**config.mk**
```make
export PLATFORM = sky130hd
export DESIGN_NAME = cbus_arbiter
export DESIGN_NICKNAME = d
export VERILOG_FILES = /design/src/rtl/cbus_arbiter.sv
export SDC_FILE = /design/constraint.sdc
export NUM_CORES = 1
export LEC_CHECK = 0
export ABC_CLOCK_PERIOD_IN_PS = 1400
export CELL_PAD_IN_SITES_DETAIL_PLACEMENT = 1
export CELL_PAD_IN_SITES_GLOBAL_PLACEMENT = 2
export CORE_ASPECT_RATIO = 1.2
export CORE_UTILIZATION = 10
export DETAILED_ROUTE_END_ITERATION = 12
export PLACE_DENSITY = 0.95
export SETUP_SLACK_MARGIN = 0.05
export SLEW_MARGIN = 20
export SYNTH_ARGS = -nofsm -noshare
export SYNTH_HDL_FRONTEND = slang
export SYNTH_SLANG_ARGS = --single-unit
```
**constraint.sdc**
```tcl
create_clock -name clk -period 1.4 [get_ports clk]
set_clock_uncertainty 0.2 [all_clocks]
set_input_delay 0.28 -clock clk [delete_from_list [all_inputs] [get_ports clk]]
set_output_delay 0.28 -clock clk [all_outputs]
set_load 0.02 [all_outputs]
```
**src/rtl/cbus_arbiter.sv**
```systemverilog
// cbus_arbiter: shares one cache bus between NUM_REQ cache-side masters.
// One winner is latched per transaction. The winner's request is forwarded to
// memory and the memory response is returned to it until ready && last.
// Build option: define CBUS_ARB_RR_EN for round-robin arbitration.
// When it is not defined, fixed priority is used and the lowest index wins.

typedef struct packed {
    logic        valid;
    logic        is_write;
    logic [2:0]  size;
    logic [31:0] addr;
    logic [3:0]  strobe;
    logic [31:0] data;
    logic [3:0]  len;
} cbus_req_t;

typedef struct packed {
    logic        ready;
    logic        last;
    logic [31:0] data;
} cbus_resp_t;

module cbus_arbiter #(
    parameter int unsigned NUM_REQ = 2
) (
    input  logic                           clk,
    input  logic                           resetn,
    input  cbus_req_t  [NUM_REQ-1:0]       ireqs,
    output cbus_resp_t [NUM_REQ-1:0]       oresps,
    output cbus_req_t                      oreq,
    input  cbus_resp_t                     iresp,
    output logic [$clog2(NUM_REQ)-1:0]     owner,
    output logic                           busy
);

    localparam int unsigned IDX_W = $clog2(NUM_REQ);

    typedef enum logic {
        IDLE,
        BUSY
    } state_t;

    state_t           state;
    state_t           state_next;
    logic [IDX_W-1:0] owner_next;
    logic [IDX_W-1:0] rr_ptr;
    logic [IDX_W-1:0] rr_next;
    logic [IDX_W-1:0] winner;
    logic [IDX_W-1:0] idx;
    logic             any_valid;

`ifdef CBUS_ARB_RR_EN
    // Winner selection: scan upward from rr_ptr with wrap-around and take the first valid request.
    always_comb begin
        any_valid = 1'b0;
        winner    = '0;
        idx       = '0;
        for (int unsigned k = 0; k < NUM_REQ; k++) begin
            idx = IDX_W'((32'(rr_ptr) + k) % NUM_REQ);
            if (!any_valid && ireqs[idx].valid) begin
                any_valid = 1'b1;
                winner    = idx;
            end
        end
    end
`else
    logic unused_rr;
    // rr_ptr is still tracked in this build but plays no part in the choice.
    assign unused_rr = ^rr_ptr;

    // Winner selection: the lowest valid index wins, so DCache has priority.
    always_comb begin
        any_valid = 1'b0;
        winner    = '0;
        idx       = '0;
        for (int unsigned k = 0; k < NUM_REQ; k++) begin
            idx = IDX_W'(k);
            if (!any_valid && ireqs[idx].valid) begin
                any_valid = 1'b1;
                winner    = idx;
            end
        end
    end
`endif

    // State, owner and round-robin pointer registers, cleared asynchronously.
    always_ff @(posedge clk or negedge resetn) begin
        if (!resetn) begin
            state  <= IDLE;
            owner  <= '0;
            rr_ptr <= '0;
        end else begin
            state  <= state_next;
            owner  <= owner_next;
            rr_ptr <= rr_next;
        end
    end

    // Next-state logic plus the bus steering.
    // In IDLE nothing is driven, so there is no combinational path from ireqs to oreq.
    always_comb begin
        state_next = state;
        owner_next = owner;
        rr_next    = rr_ptr;
        oreq       = '0;
        oresps     = '0;
        unique case (state)
            IDLE: begin
                if (any_valid) begin
                    state_next = BUSY;
                    owner_next = winner;
                end
            end
            BUSY: begin
                oreq          = ireqs[owner];
                oresps[owner] = iresp;
                if (iresp.ready && iresp.last) begin
                    state_next = IDLE;
                    rr_next    = (32'(owner) == NUM_REQ - 1) ? '0 : owner + 1'b1;
                end
            end
        endcase
    end

    assign busy = (state == BUSY);

endmodule
```
==> impl_metrics.env <==
export IMPL_status="finished, violations left"
export IMPL_failed_checks="DRC, setup timing"
export IMPL_cts_num_sinks=2
export IMPL_synthesis_area_per_instance_sq_um=7.08
export IMPL_cp_end_kind="primary output"
export IMPL_cts_inserted_buffers=3
export IMPL_top_layer="met4"
export IMPL_worst_ep_arrival_time_ns=1.65
export IMPL_dpl_instance_area_sq_mm=0.00590
export IMPL_fin_nets=826
export IMPL_die_h_um=150
export IMPL_via_count=3452
export IMPL_number_of_hold_repair_buffers_added_at_the_cts_stage=0
export IMPL_cts_tree="built"
export IMPL_number_of_global_route_vias_before_repair=3848
export IMPL_cell_area_after_technology_mapping_sq_mm=0.00183
export IMPL_fraction_of_power_spent_switching_nets_pct=41.0
export IMPL_dr_first_iter_drc_count=61
export IMPL_die_area_sq_mm=0.0188
export IMPL_clock_tree_root_cell="clkbuf_16"
export IMPL_synthesis_warnings=0
export IMPL_final_hold_violation_count=0
export IMPL_cts_root_to_sink_buffers=2
export IMPL_wl_um=15500
export IMPL_pins_over_slew_limit=0
export IMPL_wl_met3_um=1080
export IMPL_yosysSeqAreaShare_pct=2.74
export IMPL_groute_usage_overall_pct=15.2
export IMPL_maxCapViolations=0
export IMPL_std_cell_rows=53
export IMPL_insertion_delay_ns=0.22
export IMPL_io_pins=337
export IMPL_cp_start_kind="flop"
export IMPL_p_switching_mw=2.60
export IMPL_netlist_top_cells_area="mux2i_1 42%, nor2_1 16%, and2_1 12%, and3_1 10%, buf_12 7.7%"
export IMPL_clk_pin_slew_worst_paths_ns=0.03
export IMPL_layout_area_overhead_vs_synth_pct=273
export IMPL_place_ws_ns=-0.793
export IMPL_coreArea_sq_mm=0.0177
export IMPL_worstSetupPathType="reg -> out"
export IMPL_post_route_period_util_pct=152
export IMPL_synthCells=258
export IMPL_vdd_drop_max_mv=0.457
export IMPL_placement_io_buffers=336
export IMPL_synth_cell_type_count=18
export IMPL_drc_errors=17
export IMPL_slew_headroom_pct=82.2
export IMPL_postSynth_topFlopCell="dfrtp_1"
export IMPL_rsz0062_at_grt="true"
export IMPL_pin_count_of_the_biggest_net_entering_global_routing=41
export IMPL_pwr_share_clk_pct=6.8
export IMPL_start_util_pct=10.3
export IMPL_share_of_total_power_in_combinational_logic_pct=91.5
export IMPL_gp_congestion=0.818
export IMPL_leakage_power_figure_nw=2.96
export IMPL_final_setup_violation_count=148
export IMPL_routed_antenna_nets=0
export IMPL_detail_route_first_pass_iterations=8
export IMPL_antenna_found_initial=0
export IMPL_grt_overflow_total=0
export IMPL_avgViaCountPerCell=4.04
export IMPL_cellInternalPower_mw=3.74
export IMPL_fin_area_sq_mm=0.00680
export IMPL_synth_edf_count=0
export IMPL_cp_common_cell="buf_12"
export IMPL_worst_slew_pin_transition_ns=0.267
export IMPL_timing_critical_path_slowest_stage_cell="dfrtp_4"
export IMPL_final_layout_size_suffix_gt1_share_pct=63.1
export IMPL_post_dp_hpwl_um=11600
export IMPL_drt_met1_wl_um=5190
export IMPL_detail_route_wl_per_cell_um=18.1
export IMPL_wl_met2_um=8820
export IMPL_worst_path_dominant_cell_family="flip-flops"
export IMPL_critPathMaxStageDelay_ns=0.56
export IMPL_synth_largest_type_area_fraction_pct=42.2
export IMPL_htreeDepth=1
export IMPL_minimum_period_implied_by_the_final_worst_setup_slack_ns=2.13
export IMPL_worstPathBufferInverterCount=4
export IMPL_critical_path_required_time_ns=0.92
export IMPL_yosys_register_bits=2
export IMPL_synth_commonest_cells="77 x mux2i_1, 77 x nor2_1, 34 x and2_1"
export IMPL_antenna_cells=0
export IMPL_maxClockFrequency_ghz=0.471
export IMPL_power_per_cell_area_mw_per_mm2=932
export IMPL_post_syn_nets=448
export IMPL_min_path_type="in -> async"
export IMPL_crit_fanout=8
export IMPL_yosys_area_top_type="mux2i_1"
export IMPL_final_setup_worst_slack_ns=-0.725
export IMPL_async_flop_share_pct=100
export IMPL_crit_path_cell_trace="buf_12 > buf_16 > buf_12 > mux2i_4 > nor2_2 > buf_6"
export IMPL_power_sequential_fraction_pct=1.8
export IMPL_grt_first_pass_wirelength_um=21900
export IMPL_die_extent_in_x_um=125
## worst reg2reg max path, stage by stage, from the launching register on
cell,delay (ns)
dfrtp_4,0.56
buf_4,0.18
buf_16,0.13
buf_4,0.15
a2bb2oi_1,0.14
## metrics by stage
| stage | util, % | hold WS (ns) | setup TNS [ns] | power [mW] | instances |
|---|---|---|---|---|---|
| 6_report | 38.4 | 0.0303 | -86.29 | 6.34 | 854 |
| 3_3_place_gp | 33.3 | 0.265 | -98.27 | 4.57 | 813 |
| 3_5_place_dp | 33.3 | 0.262 | -101.59 | 4.66 | 813 |
| 2_1_floorplan | - | -0.216 | -30.07 | 2.62 | 258 |
| 5_1_grt | 38.4 | 0.0454 | -92.99 | 6.63 | 854 |
| 4_1_cts | 36.4 | 0.0325 | -90.08 | 5.93 | 848 |
## layer usage
metal  up-vias  track usage [%]
met4         0             4.27
met5         -                0
met3        30             3.18
li1       1622                -
met2       211             30.8
met1      1589             15.4
## worst paths after layout
kind	startpoint	to	slack, ns	depth (start not counted)
worst max-delay path	owner$_DFFE_PN0P_	oreq[28]	-0.73	6
min in group clk	iresp[33]	busy$_DFF_PN0_	0.51	2
max in group asynchronous	resetn	owner$_DFFE_PN0P_	0.83	1
worst min-delay path	resetn	owner$_DFFE_PN0P_	0.03	1
worst min register to register	busy$_DFF_PN0_	busy$_DFF_PN0_	0.55	2
worst max register to register	owner$_DFFE_PN0P_	owner$_DFFE_PN0P_	-0.07	4
## registers in the layout, summed over array words and instances, names as in the netlist
name / flops
busy: 1
owner: 1
## power groups by stage
stage | logic (mW) | clock network [mW] | registers (mW)
after floorplan | 2.54 | 0 | 0.0879
after detailed placement | 4.57 | 0 | 0.0969
after global placement | 4.48 | 0 | 0.0943
final | 5.80 | 0.429 | 0.112
after global routing | 6.07 | 0.440 | 0.117
after CTS | 5.39 | 0.436 | 0.110
## cell type report
cell class | instances | area, sq um
clock buffers | 3 | 75.1
fillers | 1984 | 10900
inverters | 1 | 6.26
multi-input cells | 227 | 2170
flip-flops and latches | 2 | 55.1
well taps | 220 | 275
repair buffers | 401 | 4220
## layout by cell type (no fill, tap or decap), types with 8 or more instances in the layout
| master | count |
|---|---|
| and2_4 | 34 |
| buf_4 | 40 |
| clkdlybuf4s50_1 | 189 |
| buf_8 | 13 |
| buf_6 | 116 |
| mux2i_2 | 43 |
| mux2i_1 | 28 |
| buf_2 | 16 |
| nor2_2 | 69 |
| nor2_1 | 8 |
| buf_12 | 11 |
| and3_4 | 28 |
## kinds of logic after synthesis
family	count (synthesis)	synth area share, %
AOI/OAI and AO/OA	2	0.823
buffers and inverters	29	13.4
DFF	2	2.74
muxes	77	42.2
and+or+nand+nor	148	40.8
## what timing repair did
action / in CTS / in global routing
resized for setup: 713 / 180
setup buffers: 24 / 12
setup endpoints to repair: 147 / 148
pin swaps: 9 / 24
gates cloned: 8 / 0
No activity file was read; power rests on OpenSTA's default activity.
